**src/rtl/uart_tx_streamer_pkg.sv**
```systemverilog
// Shared constants and types for the uart byte streamer: uart register map,
// streamer FSM encodings and the register-port request bundle.
package uart_tx_streamer_pkg;

    localparam logic [2:0] UART_MUX_CTRL = 3'd0;
    localparam logic [2:0] UART_MUX_STAT = 3'd1;
    localparam logic [2:0] UART_MUX_TDR  = 3'd2;
    localparam logic [2:0] UART_MUX_RDR  = 3'd3;
    localparam logic [2:0] UART_MUX_BAUD = 3'd4;

    typedef enum logic [2:0] {
        UTS_INIT       = 3'd0,
        UTS_IDLE       = 3'd1,
        UTS_LOAD_TDR   = 3'd2,
        UTS_SET_GO     = 3'd3,
        UTS_WAIT_START = 3'd4,
        UTS_WAIT_DONE  = 3'd5
    } uts_state_e;

    typedef struct packed {
        logic        we;
        logic [2:0]  reg_num;
        logic [31:0] wd;
    } uart_req_t;

    // Parked port: a harmless STAT read, never RDR (reading RDR has side effects).
    localparam uart_req_t UART_REQ_IDLE = '{we: 1'b0, reg_num: UART_MUX_STAT, wd: 32'd0};

    function automatic uart_req_t uart_write(input logic [2:0] r, input logic [31:0] d);
        uart_req_t q;
        q.we      = 1'b1;
        q.reg_num = r;
        q.wd      = d;
        return q;
    endfunction

endpackage

```
**src/rtl/sync_fifo.sv**
```systemverilog
// Single-clock circular FIFO with wrapping pointers and a separate occupancy count.
// Push while full and pop while empty are ignored.
module sync_fifo #(
    parameter int WIDTH = 8,
    parameter int DEPTH = 8
) (
    input  logic                     clk,
    input  logic                     rst_n,
    input  logic                     push,
    input  logic                     pop,
    input  logic [WIDTH-1:0]         din,
    output logic [WIDTH-1:0]         dout,
    output logic                     full,
    output logic                     empty,
    output logic [$clog2(DEPTH):0]   count
);

    localparam int AW = $clog2(DEPTH);

    logic [DEPTH-1:0][WIDTH-1:0] mem;
    logic [AW-1:0]               wr_ptr;
    logic [AW-1:0]               rd_ptr;
    logic                        do_push;
    logic                        do_pop;

    assign do_push = push & ~full;
    assign do_pop  = pop & ~empty;
    assign full    = (count == (AW+1)'(DEPTH));
    assign empty   = (count == '0);
    assign dout    = mem[rd_ptr];

    // Storage carries no reset; only pointers and count define validity.
    always_ff @(posedge clk) begin
        if (do_push) mem[wr_ptr] <= din;
    end

    always_ff @(posedge clk or negedge rst_n) begin
        if (!rst_n) begin
            wr_ptr <= '0;
            rd_ptr <= '0;
            count  <= '0;
        end else begin
            if (do_push) wr_ptr <= wr_ptr + 1'b1;
            if (do_pop)  rd_ptr <= rd_ptr + 1'b1;
            case ({do_push, do_pop})
                2'b10:   count <= count + 1'b1;
                2'b01:   count <= count - 1'b1;
                default: count <= count;
            endcase
        end
    end

endmodule

```
**src/rtl/uart_tx_streamer.sv**
```systemverilog
// Byte-stream front end that owns a uart register port: queues bytes, then per
// byte writes TDR, sets CTRL[0] and polls STAT[1] through start and completion.
module uart_tx_streamer
    import uart_tx_streamer_pkg::*;
#(
    parameter int          DEPTH         = 8,
    parameter logic [31:0] BAUD_DIV      = 32'd16,
    parameter int          START_TIMEOUT = 1024
) (
    input  logic                     clk,
    input  logic                     rst_n,
    input  logic [7:0]               in_data,
    input  logic                     in_valid,
    output logic                     in_ready,
    output logic [$clog2(DEPTH):0]   level,
    output logic                     busy,
    output logic                     err,
    output logic                     uart_we,
    output logic [2:0]               uart_reg_num,
    output logic [31:0]              uart_wd,
    input  logic [31:0]              uart_rd
);

    localparam int TW = $clog2(START_TIMEOUT + 1);

    uts_state_e  state;
    uts_state_e  nxt;
    uart_req_t   req_d;
    uart_req_t   req_q;
    logic [TW-1:0] tmo;
    logic        set_err;
    logic        fifo_full;
    logic        fifo_empty;
    logic [7:0]  fifo_head;
    logic        fifo_pop;
    logic        stat_busy;
    logic        unused_rd;

    assign stat_busy = uart_rd[1];
    assign unused_rd = ^{uart_rd[31:2], uart_rd[0]};

    assign in_ready  = ~fifo_full;
    assign fifo_pop  = (state == UTS_LOAD_TDR);
    assign busy      = (state != UTS_IDLE) | ~fifo_empty;

    sync_fifo #(
        .WIDTH (8),
        .DEPTH (DEPTH)
    ) u_fifo (
        .clk   (clk),
        .rst_n (rst_n),
        .push  (in_valid & in_ready),
        .pop   (fifo_pop),
        .din   (in_data),
        .dout  (fifo_head),
        .full  (fifo_full),
        .empty (fifo_empty),
        .count (level)
    );

    always_comb begin
        nxt     = state;
        set_err = 1'b0;
        case (state)
            UTS_INIT:     nxt = UTS_IDLE;
            UTS_IDLE:     if (level != '0) nxt = UTS_LOAD_TDR;
            UTS_LOAD_TDR: nxt = UTS_SET_GO;
            UTS_SET_GO:   nxt = UTS_WAIT_START;
            UTS_WAIT_START: begin
                // tmo==0 marks the first cycle, whose uart_rd still reflects the CTRL write.
                if (tmo != '0 && stat_busy) begin
                    nxt = UTS_WAIT_DONE;
                end else if (tmo == TW'(START_TIMEOUT - 1)) begin
                    nxt     = UTS_IDLE;
                    set_err = 1'b1;
                end
            end
            UTS_WAIT_DONE: if (!stat_busy) nxt = UTS_IDLE;
            default:       nxt = UTS_INIT;
        endcase
    end

    // Port drive is registered from the state being entered, so the bus always
    // shows the access belonging to the current state; INIT's exit carries BAUD.
    always_comb begin
        req_d = UART_REQ_IDLE;
        if (state == UTS_INIT) begin
            req_d = uart_write(UART_MUX_BAUD, BAUD_DIV);
        end else begin
            case (nxt)
                UTS_LOAD_TDR: req_d = uart_write(UART_MUX_TDR, {24'b0, fifo_head});
                UTS_SET_GO:   req_d = uart_write(UART_MUX_CTRL, 32'h1);
                default:      req_d = UART_REQ_IDLE;
            endcase
        end
    end

    always_ff @(posedge clk or negedge rst_n) begin
        if (!rst_n) begin
            state <= UTS_INIT;
            req_q <= UART_REQ_IDLE;
            tmo   <= '0;
            err   <= 1'b0;
        end else begin
            state <= nxt;
            req_q <= req_d;
            if (set_err) err <= 1'b1;
            if (state != UTS_WAIT_START)
                tmo <= '0;
            else if (tmo != TW'(START_TIMEOUT))
                tmo <= tmo + 1'b1;
        end
    end

    assign uart_we      = req_q.we;
    assign uart_reg_num = req_q.reg_num;
    assign uart_wd      = req_q.wd;

endmodule
```
**config.mk**
```make
export PLATFORM = sky130hd
export DESIGN_NAME = uart_tx_streamer
export DESIGN_NICKNAME = d
export VERILOG_FILES = /design/src/rtl/uart_tx_streamer_pkg.sv /design/src/rtl/sync_fifo.sv /design/src/rtl/uart_tx_streamer.sv
export SDC_FILE = /design/constraint.sdc
export NUM_CORES = 1
export LEC_CHECK = 0
export BUFFER_PORTS_ARGS = -buffer_cell sky130_fd_sc_hd__buf_4
export CELL_PAD_IN_SITES_DETAIL_PLACEMENT = 1
export CELL_PAD_IN_SITES_GLOBAL_PLACEMENT = 1
export CORE_MARGIN = 3
export CORE_UTILIZATION = 45
export CTS_CLUSTER_SIZE = 30
export DETAILED_ROUTE_END_ITERATION = 10
export GPL_TIMING_DRIVEN = 0
export PLACE_DENSITY = 0.83
export SLEW_MARGIN = 0
export SYNTH_ARGS = -nofsm -noshare
export SYNTH_HDL_FRONTEND = slang
export SYNTH_HIERARCHICAL = 1
export SYNTH_SLANG_ARGS = --single-unit
```
**constraint.sdc**
```tcl
create_clock -name clk -period 6.1 [get_ports clk]
set_input_delay 1.83 -clock clk [delete_from_list [all_inputs] [get_ports clk]]
set_output_delay 1.83 -clock clk [all_outputs]
set_load 0.005 [all_outputs]
```
After elaboration in Yosys (flattened, before gate mapping)

Index checks and enable logic that the tools add are counted.

Add/subtract/negate cells: 5
$lt $le $gt $ge: 3
Eq/ne operators: 14
Multiplexer cells: 18
Bitwise logic cells: 6
Reductions and logical operators: 8

Operators by type and width:

| cell                  | count |
|---|---|
| $pmux 36 s2           | 1 |
| $bwmux 64             | 1 |
| $mux 36               | 1 |
| $bmux 8 s3            | 1 |
| $demux 8 s3           | 1 |
| $mux 11               | 2 |
| $pmux 3 s6            | 1 |
| $mux 8                | 2 |
| $eq 3x2->1 const B    | 4 |
| $mux 3                | 4 |
| $add 11x1->11 const B | 1 |
| $eq 11x10->1 const B  | 1 |
| $ne 11x11->1 const B  | 1 |
| $reduce_bool 11->1    | 1 |
| $lt 3x4->1 const B    | 2 |
| $pmux 4 s2            | 1 |
| $add 3x1->3 const B   | 2 |
| $eq 3x3->1 const B    | 2 |
| $add 4x1->4 const B   | 1 |
| $eq 4x4->1 const B    | 1 |
| $logic_not 4->1       | 1 |
| $reduce_bool 2->1     | 2 |
| $reduce_bool 4->1     | 1 |
| $sub 4x1->4 const B   | 1 |
| other kinds (12)      | 18 |

Bits in registers: 125
Output and inout bits: 43
Word-level logic and storage cells: 71

Longest topological paths before layout

Gate-level depths: netlist of run 1.

Depth in word-level cells: 7
Gate-level depth with buffers: 10
Gate-level depth less buffers: 9

Hierarchy

Netlist of run 1, hierarchy kept.

Modules (own cells, without submodules):

| module           | times used | cells each | area an instance (um^2) | sequential area each (um^2) |
|---|---|---|---|---|
| sync_fifo        | 1          | 160        | 3,141.8                 | 2,172.1 |
| uart_tx_streamer | 1          | 145        | 1,406.3                 | 676.9 |

Worst setup path after synthesis of run 1

OpenSTA, ideal clock, no wires.

Path kind: input-to-reg
Start: input port in_valid
End: register u_fifo.count[3]
Library setup time: 0.134 ns
Arrival: 3.691 ns
Required time: 5.966 ns
Path slack: 2.276 ns
Cell stages on the path: 7
Buffers on the path: 0
Cell sequence: nor2b_1 -> nand2_4 -> ha_1 -> ha_1 -> or4b_2 -> o311ai_0 -> o211ai_1

Cells in the longest elaborated chain, start to end: 4
Elaborated cells between the ends (all ways): 6
Those cells by class: eq/ne (2); mux (1); bitwise (2); reduce/logical (1)

Ends and longest elaborated chain:

| what                                                   | line                   | RTL |
|---|---|---|
| start: declaration                                     | uart_tx_streamer.sv:13 | `input logic in_valid,` |
| $and 1x1->1 *                                          | uart_tx_streamer.sv:52 | `.push (in_valid & in_ready),` |
| $and 1x1->1 *                                          | sync_fifo.sv:26        | `assign do_push = push & ~full;` |
| $eq 2x1->1 / $eq 2x2->1 (equally long branches)        | sync_fifo.sv:45        | `case ({do_push, do_pop})` |
| $pmux 4 s2 / $reduce_bool 2->1 (equally long branches) | --                     |  |
| end signal: assignment                                 | sync_fifo.sv:46        | `2'b10: count <= count + 1'b1;` |
| end signal: assignment                                 | sync_fifo.sv:47        | `2'b01: count <= count - 1'b1;` |
| end signal: assignment                                 | sync_fifo.sv:48        | `default: count <= count;` |
| end: declaration                                       | sync_fifo.sv:15        | `output logic [$clog2(DEPTH):0] count` |

Mark *: on every way between the ends. The rest lies on a longest branch, timed or not.
A chain may end at the register's enable or synchronous reset.

Final worst setup path of run 1

Ends and elaborated chain as after synthesis.

==> results.md, run 1 <==
* Clock-pin slew on the worst setup and hold paths at about 0.1 ns
* Worst R2R End: u_fifo/count[3]$_DFFE_PN0P_
* NumNets Final at about 420
* Port Buffers at 30
* Filler cell count in the final layout at 1,012
* Final cycle utilization of the critical path at 0.610
* RSZ-0062 raised after global routing: no
* Post-synth top area cell: edfxtp_1
* DP Wirelength at between 6000 and 7000 um
* Post-synth top flop: edfxtp_1
* Routed WL at 9040 um
* Tmin final at approximately 3.7 ns
* CORE AREA at 0.00982 mm^2
* Area growth, synth to finish at 16.0%
* Synth area leaders: edfxtp_1 42%, dfrtp_1 20%, mux4_1 9.2%
* Slew Viols, Final at 0
* Resized Gates After CTS at 0
* Syn_area_per_cell at 14.9 um^2
* Synth Area in Compound Gates at 0.0355
* Worst EP required at 6.34 ns
* Commonest non-fill, non-tap cell in the layout: edfxtp_1
* Hold crit path type: reg2reg
* Die H at approximately 110 um
* Post-Synthesis Cells at 305
* Fmax at 0.269 GHz
* Post-Synth Adder-Cell Area at 0.0237
* Share of cells above drive strength 1 at 0.280
* Synth Area in XOR/XNOR at 0.0250
* Global route total overflow at 0
* Worst slew pin tran at 1.03 ns
* Worst-path maximum fanout at 9
* Portion of netlist area occupied by mux cells at 0.122
* Largest net degree at the start of global routing at 38
* Cell area after synthesis at ~0.0045 mm^2
* WHS Path Cells at 1
* GR Util All Layers at 0.170
* Count of cell types in the netlist at 49
* Clock buffer count from CTS at 9
* DRT Pass-1 Iters at 4
* Clock skew at 0.0121 ns
* Total number of H-tree levels at 3
* Site row count at 36
* Clk buf depth at 2
* DIE AREA at 0.0113 mm^2
* Startpoint Class: primary input
* Flops & latches, synth at about 100
* Starting Density at 0.463
* CTS tree: done
* RR Startpoint: u_fifo/count[0]$_DFFE_PN0P_
* Hold path start: err$_DFFE_PN0P_
* Worst EP arrival at 3.96 ns
* Slew headroom at 0.312
* Top Ports at 86
* Synth top area share at 0.423
* Synth warnings at 6
* Commonest non-fill, non-tap cells in the layout: 64 x edfxtp_1, 55 x buf_4, 36 x dfrtp_1, 24 x conb_1, 20 x nor2_1
* R2R cell count at 10
* Clock sink count at 101
* Register area at roughly 0.0028 mm^2
* Antenna viol nets, final at 0
* Worst IR Drop VDD at 193 uV
* Leak at 2.12 nW
* Async set-reset flop share out of synthesis at 0.366
* WL/cell at 17.8 um
* Via/cell ratio at 5.08
* DRC violations left at 0
* DR vias at around 2,600
* Fin. Hold Viols at 0
* Root buf cell: clkbuf_8
* Status: finished, final reports clean
* First-pass GRT wire length at 14,500 um
* Power per cell area at approximately 410 mW/mm^2
* Die width at 107 um
* DP Worst Slack at 1.97 ns
* GPL Wtd Cong at 0.748
* Hold_buf cts at 0
* Vias in the first global route at 2,744
* Worst-skew pair later-pin latency at 0.37 ns
* Sequential share of the synthesized area at 0.626
* Number of enable flip-flop cells after synthesis at 64
* CP endpoint kind: register
* Synth Area in Simple Gates at 0.100
* Initial DRC Count at 96
* Final setup margin at about 2.4 ns
* CP Class: in2reg
* Final Setup Violations at 0
* Number of inserted diodes at 0
* Initial antenna violation count at 0
* Main combinational cell family by area after synthesis: multiplexers
* Setup bufs post-CTS at 0
* R2R setup slack at 2.91 ns
* Hold EP: err$_DFFE_PN0P_
* Multi-input logic area at 0.00151 mm^2
* Setup TNS at 0 ns
* Max_cap viols at 0
==> state kept, by name (all words and copies together), names as in the netlist <==
| name | count |
|---|---|
| err | 1 |
| state | 3 |
| tmo | 11 |
| u_fifo/count | 4 |
| u_fifo/mem | 64 |
| u_fifo/rd_ptr | 3 |
| u_fifo/wr_ptr | 3 |
| uart_reg_num | 3 |
| uart_wd | 8 |
| uart_we | 1 |
==> area by class of cell <==
type	instances	share of cell area
buffer	36	0.0488
clock buffer	9	0.0235
clock inverter	7	0.0175
inverter	12	0.00854
multi-input combinational	179	0.286
sequential	101	0.540
tap	133	0.0315
timing repair buffer	31	0.0441
==> metal layers <==
metal	track usage	up-vias	wire, um
met1	0.202	1307	3710
met4	0.0411	0	53
met3	0.0389	5	401
li1	-	1210	-
met2	0.312	58	4880
met5	0	-	0
==> metrics by stage <==
step / total power, mW / utilization / cell area (um^2) / cells / hold slack (ns)
2_1_floorplan: 1.47 / - / 4630 / 328 / 0.462
3_3_place_gp: 1.69 / 0.512 / 5030 / 491 / 0.467
3_5_place_dp: 1.75 / 0.515 / 5050 / 492 / 0.498
4_1_cts: 2.20 / 0.537 / 5270 / 508 / 0.520
5_1_grt: 2.31 / 0.537 / 5280 / 508 / 0.524
6_report: 2.17 / 0.537 / 5280 / 508 / 0.507
==> kinds of logic after synthesis <==
kind of cell / after synthesis
other: 1
multiplexers: 28
adder cells (fa/ha/maj): 8
AO/OA/AOI/OAI: 23
flip-flops: 101
buffers and inverters: 48
XOR/XNOR: 13
AND/OR/NAND/NOR: 83
==> critical path, cell delays in order <==
cell	delay, ns
buf_4	0.07
nor2b_1	0.29
nand2_4	0.15
ha_1	0.33
ha_1	0.38
or4b_2	0.67
o311ai_0	0.12
o211ai_1	0.13
==> Yosys cell counts (2+ instances only) <==
master    count
edfxtp_1     64
dfrtp_1      36
buf_4        24
nor2_1       20
mux4_1       16
inv_1        12
nand2_1      11
nand3_1      11
a21oi_1       9
mux2_2        9
xnor2_1       9
buf_2         7
ha_1          7
nor3_1        7
and2_1        6
nand2b_1      5
nor3b_1       5
o21ai_0       5
xor2_1        4
nor2b_1       3
nor4_1        3
clkbuf_1      2
mux2i_1       2
nand4_1       2
o41ai_2       2
==> power by group <==
part | internal (mW) | switching, mW
Clock | 0.204 | 0.248
Combinational | 0.372 | 0.378
Sequential | 0.881 | 0.0886
Total | 1.46 | 0.714
==> worst max-delay path by stage <==
stage	cells after the start	end	startpoint
floorplan	7	u_fifo/count[3]$_DFFE_PN0P_	in_valid
global placement	4	u_fifo/mem[2]$_DFFE_PP_	in_valid
detailed placement	8	u_fifo/count[3]$_DFFE_PN0P_	in_valid
CTS	8	u_fifo/count[3]$_DFFE_PN0P_	in_valid
global route	8	u_fifo/count[3]$_DFFE_PN0P_	in_valid
finish	8	u_fifo/count[3]$_DFFE_PN0P_	in_valid
Power figures use the tool's default switching activity.
==> run 2: changes to the inputs <==
Settings changed: CORE_UTILIZATION 45 to 41, PLACE_DENSITY 0.83 to 0.8.
Clock period 6.1 ns to 3.2 ns, I/O delays scaled along.
==> results.md, run 2 (synthesis gave the netlist of run 1 again) <==
* Worst R2R End: u_fifo/count[3]$_DFFE_PN0P_
* Worst-skew pair later-pin latency at 0.37 ns (about the same)
* R2R setup slack at 0.12 ns (-2.79 ns)
* Vias in the first global route at 2,730 (-0.51%)
* Buf/Inv on CP at 2 (+1)
* Global route total overflow at 0 (unchanged)
* Final Cell Area at 0.00526 mm^2 (-0.26%)
* Share of cells above drive strength 1 at 0.279 (-0.000745)
* Final cycle utilization of the critical path at 0.964
* Number of inserted diodes at 0 (unchanged)
* Tmin final at 3.08 ns
* Max reg flops at 64 (unchanged)
* Post-DP Area at 0.00506 mm^2 (+0.12%)
* Hold path start: err$_DFFE_PN0P_
* Worst path max stage delay at 0.68 ns (about the same)
* Initial DRC Count at 121 (+26%)
* Site row count at 37 (+2.8%)
* CTS tree: done
* NumNets Final at 422 (+0.24%)
* Clock-pin slew on the worst setup and hold paths at 0.10 ns (about the same)
* DIE AREA at 0.0124 mm^2 (+9.2%)
* Clock buffer count from CTS at 9 (unchanged)
* Largest net degree at the start of global routing at 38 (unchanged)
* Clock skew at 0.00925 ns (-0.00282 ns)
* Setup TNS at 0 ns (unchanged)
* DRC violations left at 0 (unchanged)
* Power per cell area at 772 mW/mm^2 (+88%)
* CP endpoint kind: register
* WHS Path Cells at 1 (unchanged)
* Area growth, synth to finish at 15.7%
* Starting Density at 0.431 (-0.0323)
* Final Setup Violations at 0 (unchanged)
* Total number of H-tree levels at 3 (unchanged)
* Commonest non-fill, non-tap cells in the layout: 64 x edfxtp_1, 56 x buf_4, 36 x dfrtp_1, 24 x conb_1, 20 x nor2_1
* Routed WL at 9160 um (+1.2%)
* Antenna viol nets, final at 0 (unchanged)
* Hold EP: err$_DFFE_PN0P_
* Slew Viols, Final at 0 (unchanged)
* Leak at 2.11 nW (-0.67%)
* GR Util All Layers at 0.152 (-0.0180)
* CORE AREA at 0.0106 mm^2 (+7.5%)
* CP Class: reg2reg
* Die width at 111 um (+4.5%)
* DRT Pass-1 Iters at 4 (unchanged)
* Fin. Hold Viols at 0 (unchanged)
* Worst EP required at 3.45 ns (-2.89 ns)
* GPL Wtd Cong at 0.788 (+5.3%)
* Hold crit path type: reg2reg
* Via/cell ratio at 5.09 (+0.14%)
* Crit-path slowest cell: or4b_2
* Clk buf depth at 2 (unchanged)
* DP Wirelength at 6460 um (+2.1%)
* Max_cap viols at 0 (unchanged)
* Port Buffers at 30 (unchanged)
* Top Ports at 86 (unchanged)
* Initial antenna violation count at 0 (unchanged)
* Clock sink count at 101 (unchanged)
* Worst IR Drop VDD at 347 uV (+80%)
* Commonest non-fill, non-tap cell in the layout: edfxtp_1
* WL/cell at 17.9 um (+0.44%)
* Placed cells at 496 (+0.81%)
* Startpoint Class: register
* Biggest register: u_fifo/mem
* First-pass GRT wire length at 14,500 um (+0.38%)
* RR Startpoint: u_fifo/count[0]$_DFFE_PN0P_
* Slew headroom at 0.390 (+0.0781)
* Final cell count without fillers at 512 (+0.79%)
* Worst EP arrival at 3.34 ns (-0.62 ns)
* Worst path cell trace: buf_2, or4b_4, inv_1, nor2b_1, nand2_4, ha_4, ha_1, or4b_2, o311ai_0, o211ai_1
* Root buf cell: clkbuf_8
* Fmax at 0.324 GHz
* R2R cell count at 10 (unchanged)
* Worst slew pin tran at 0.908 ns (-0.120 ns)
* Hold_buf cts at 0 (unchanged)
* Delay-heaviest family, CP: simple AND/OR/NAND/NOR gates
* Status: finished, final reports clean
* Worst-path maximum fanout at 9 (unchanged)
* Total power at 4.07 mW (+87%)
* Die H at 111 um (+4.5%)
* DR vias at 2,604 (+0.93%)
-- run 2: changes by cell type in the layout (fill, tap and decap cells not counted) --
| cell | before | now |
|---|---|---|
| nor3_1 | 3 | 4 |
| ha_1 | 7 | 6 |
| buf_4 | 55 | 56 |
| ha_4 | 0 | 1 |
| clkinv_8 | 0 | 1 |
| inv_6 | 2 | 3 |
| clkinv_4 | 0 | 1 |
| inv_8 | 4 | 0 |
| clkinv_2 | 0 | 1 |
| clkbuf_1 | 2 | 3 |
| nor3_2 | 5 | 4 |
| bufinv_16 | 1 | 0 |
-- run 2: stage by stage --
step	setup WS [ns]	utilization	hold WS, ns
global route	-0.00664	0.499	0.505
floorplan	0.246	-	0.462
global placement	-0.223	0.477	0.468
finish	0.116	0.499	0.478
CTS	0.0385	0.497	0.487
detailed placement	-0.0662	0.479	0.467
-- run 2: worst max path at each step --
stage / from / to / cells after the start
after floorplan: in_valid / u_fifo/count[3]$_DFFE_PN0P_ / 7
after global placement: in_valid / u_fifo/mem[3]$_DFFE_PP_ / 4
after detailed placement: in_valid / u_fifo/count[3]$_DFFE_PN0P_ / 8
after CTS: u_fifo/count[0]$_DFFE_PN0P_ / u_fifo/count[3]$_DFFE_PN0P_ / 10
after global routing: u_fifo/count[0]$_DFFE_PN0P_ / u_fifo/count[3]$_DFFE_PN0P_ / 10
final: u_fifo/count[0]$_DFFE_PN0P_ / u_fifo/count[3]$_DFFE_PN0P_ / 10
-- run 2: metal layers --
| layer | GRT usage | part of all wire | routed length, um | vias to the layer above |
|---|---|---|---|---|
| met5 | 0 | 0 | 0 | - |
| met4 | 0.0438 | 0.011 | 104 | 0 |
| met3 | 0.0486 | 0.046 | 421 | 10 |
| met2 | 0.261 | 0.52 | 4770 | 51 |
| met1 | 0.185 | 0.42 | 3860 | 1327 |
| li1 | - | - | - | 1216 |
-- run 2: repair_timing --
action                                  CTS  global route
gates resized for setup                   1             1
endpoints found under the setup margin    1             1
buffers inserted                          0             0
-- run 2: layout make-up --
| type | instances | area [um^2] |
|---|---|---|
| clock inverter | 6 | 56.3 |
| fill | 1061 | 5290 |
| inverter | 12 | 45.0 |
| tap | 136 | 170 |
| sequential | 101 | 2850 |
| clock buffer | 10 | 128 |
| timing repair buffer | 32 | 240 |
| buffer | 36 | 258 |
| multi-input combinational | 179 | 1520 |
-- run 2: report_power, final --
group          internal [mW]  leakage (nW)  switching, mW
logic                  0.719         0.954          0.732
clock network          0.298        0.0944          0.463
registers               1.68          1.06          0.174
==> run 3: changes to the inputs <==
Settings changed: BUFFER_PORTS_ARGS -buffer_cell sky130_fd_sc_hd__buf_4 to unset, CORE_UTILIZATION 41 to 38, DONT_BUFFER_PORTS set to 1, PLACE_DENSITY 0.8 to 0.67.
==> results.md, run 3 (synthesis gave the netlist of run 1 again) <==
* Status: finished, final reports clean
* Commonest non-fill, non-tap cells in the layout: 64 x edfxtp_1, 36 x dfrtp_1, 29 x buf_4, 24 x conb_1, 20 x nor2_1
* Worst EP required at 3.43 ns (-0.02 ns)
* Antenna viol nets, final at 0 (unchanged)
* Die width at 115 um (+3.7%)
* Clock skew at 0.0106 ns (+0.00130 ns)
* Clock power share at 0.254 (+0.067)
* CP Launch Point: u_fifo/count[0]$_DFFE_PN0P_
* Buf/Inv on CP at 2 (unchanged)
* DRT Pass-1 Iters at 4 (unchanged)
* DP Wirelength at 5970 um (-7.5%)
* Fmax at 0.326 GHz (+0.69%)
* DIE AREA at 0.0133 mm^2 (+7.5%)
* Clock buffer count from CTS at 9 (unchanged)
* Clk buf depth at 2 (unchanged)
* Worst path max stage delay at 0.67 ns (about the same)
* Logic pwr share at 0.305 (-0.052)
* Power per cell area at 819 mW/mm^2 (+6.0%)
* CP Class: reg2reg
* R2R cell count at 10 (unchanged)
* DRC violations left at 0 (unchanged)
* Worst-path maximum fanout at 9 (unchanged)
* Hold_buf cts at 0 (unchanged)
* DR vias at 2,443 (-6.2%)
* Via/cell ratio at 4.96 (-2.6%)
* Total number of H-tree levels at 3 (unchanged)
* Initial antenna violation count at 0 (unchanged)
* CP endpoint kind: register
* Worst path cell trace: buf_2, or4b_4, inv_1, nor2b_1, nand2_4, ha_4, ha_1, or4b_2, o311ai_0, o211ai_1
* Worst-skew pair later-pin latency at 0.35 ns (-0.02 ns)
* Multi-input logic area at 0.00152 mm^2 (unchanged)
* Finished Core Util at 0.448 (-0.0502)
* Clock-pin slew on the worst setup and hold paths at 0.08 ns (-0.02 ns)
* CTS tree: done
* NumNets Final at 396 (-6.2%)
* R2R setup slack at 0.14 ns (+0.02 ns)
* Hold crit path type: in2async
* Root buf cell: clkbuf_16
* RSZ-0062 raised after global routing: no
* Final cycle utilization of the critical path at 0.957 (-0.00659)
* Biggest register: u_fifo/mem
* Global route total overflow at 0 (unchanged)
* Sequential Power Share at 0.441 (-0.015)
* CORE AREA at 0.0116 mm^2 (+9.6%)
* First-pass GRT wire length at 14,000 um (-3.8%)
* Area growth, synth to finish at 14.0%
* Routed WL at 8830 um (-3.5%)
* Clock sink count at 101 (unchanged)
* Startpoint Class: register
* Final Setup Violations at 0 (unchanged)
* Port Buffers at 0 (-100%)
* Top Ports at 86 (unchanged)
* Starting Density at 0.393 (-0.0376)
* Sw frac at 0.330 (-0.00704)
* WL/cell at 17.9 um (+0.21%)
* Max reg flops at 64 (unchanged)
* Critical path depth at 10 (unchanged)
* Commonest non-fill, non-tap cell in the layout: edfxtp_1
* Worst R2R End: u_fifo/count[3]$_DFFE_PN0P_
* Filler cell count in the final layout at 1,192 (+12%)
* Power Internal at 2.85 mW (+5.6%)
* Tmin final at 3.06 ns (-0.0211 ns)
* Leak at 2.03 nW (-3.9%)
* Die H at 115 um (+3.7%)
* GR Util All Layers at 0.141 (-0.0111)
* Setup TNS at 0 ns (unchanged)
* Vias in the first global route at 2,518 (-7.8%)
* CP Capture Point: u_fifo/count[3]$_DFFE_PN0P_
* RR Startpoint: u_fifo/count[0]$_DFFE_PN0P_
* Share of cells above drive strength 1 at 0.229 (-0.0507)
* Initial DRC Count at 186 (+54%)
* Slew Viols, Final at 0 (unchanged)
* Delay-heaviest family, CP: simple AND/OR/NAND/NOR gates
* Site row count at 39 (+5.4%)
* Number of inserted diodes at 0 (unchanged)
* Largest net degree at the start of global routing at 38 (unchanged)
* Worst IR Drop VDD at 333 uV (-4.1%)
* Worst EP arrival at 3.29 ns (-0.05 ns)
* Max_cap viols at 0 (unchanged)
* Register area at 0.00285 mm^2 (unchanged)
* Crit-path slowest cell: or4b_2
* Sw power at 1.40 mW (+2.3%)
* GPL Wtd Cong at 0.725 (-8.0%)
* Worst slew pin tran at 0.893 ns (-0.0155 ns)
* Slew headroom at 0.403 (+0.0128)
* Fin. Hold Viols at 0 (unchanged)
-- run 3: cell count changes in the layout (fill, tap and decap cells not counted) --
| cell | change |
|---|---|
| clkbuf_1 | -1 |
| clkinv_4 | -1 |
| inv_8 | +3 |
| clkinv_8 | -1 |
| clkbuf_4 | +1 |
| buf_4 | -27 |
| clkbuf_8 | -9 |
| clkinvlp_4 | +1 |
| clkbuf_16 | +9 |
| clkinv_2 | -1 |
-- run 3: worst reg2reg max path, stage by stage (launching register included) --
cell	delay, ns
dfrtp_1	0.44
buf_2	0.20
or4b_4	0.57
inv_1	0.10
nor2b_1	0.09
nand2_4	0.12
ha_4	0.19
ha_1	0.29
or4b_2	0.67
o311ai_0	0.14
o211ai_1	0.13
-- run 3: worst min path at each step --
stage | endpoint | slack, ns | cells past startpoint
2_1_floorplan | uart_reg_num[1]$_DFF_PN0_ | 0.46 | 1
3_3_place_gp | err$_DFFE_PN0P_ | 0.50 | 1
3_5_place_dp | err$_DFFE_PN0P_ | 0.50 | 1
4_1_cts | u_fifo/count[3]$_DFFE_PN0P_ | 0.28 | 0
5_1_grt | u_fifo/count[3]$_DFFE_PN0P_ | 0.28 | 0
6_report | u_fifo/count[3]$_DFFE_PN0P_ | 0.30 | 0
-- run 3: what timing repair did --
action,CTS,global route
resized for setup,1,1
buffers inserted,0,4
pin swaps,0,1
gates cloned,0,0
endpoints found under the setup margin,1,1
-- run 3: area by class of cell --
type                            count  area share
Inverter                           12     0.00869
Clock buffer                        9      0.0434
Buffer                             36      0.0497
Multi-Input combinational cell    179       0.292
Tap cell                          143      0.0345
Clock inverter                      7      0.0130
Timing Repair Buffer                6     0.00869
Sequential cell                   101       0.549
-- run 3: routing by layer --
layer	share of wire	vias up	global-route usage
met5	0	-	0
met4	0.013	0	0.0462
met3	0.043	9	0.0395
met2	0.51	51	0.242
met1	0.43	1222	0.172
li1	-	1161	-
-- run 3: power by group through the flow --
stage                     combinational, mW  sequential, mW  clock [mW]
final                                  1.30            1.87        1.08
after global routing                   1.43            1.91        1.16
after CTS                              1.27            1.88        1.11
after global placement                 1.20            1.89           0
after detailed placement               1.25            1.90           0
after floorplan                       0.960            1.84           0
-- run 3: stage by stage --
step | setup slack, ns | cells | cell area [um^2] | power [mW] | hold slack [ns]
after detailed placement | -0.0296 | 472 | 4830 | 3.16 | 0.503
after global placement | -0.0923 | 471 | 4810 | 3.09 | 0.499
final | 0.137 | 493 | 5180 | 4.25 | 0.296
after global routing | 0.00154 | 493 | 5180 | 4.50 | 0.276
after CTS | 0.0319 | 488 | 5120 | 4.25 | 0.282
after floorplan | 0.246 | 328 | 4630 | 2.80 | 0.462
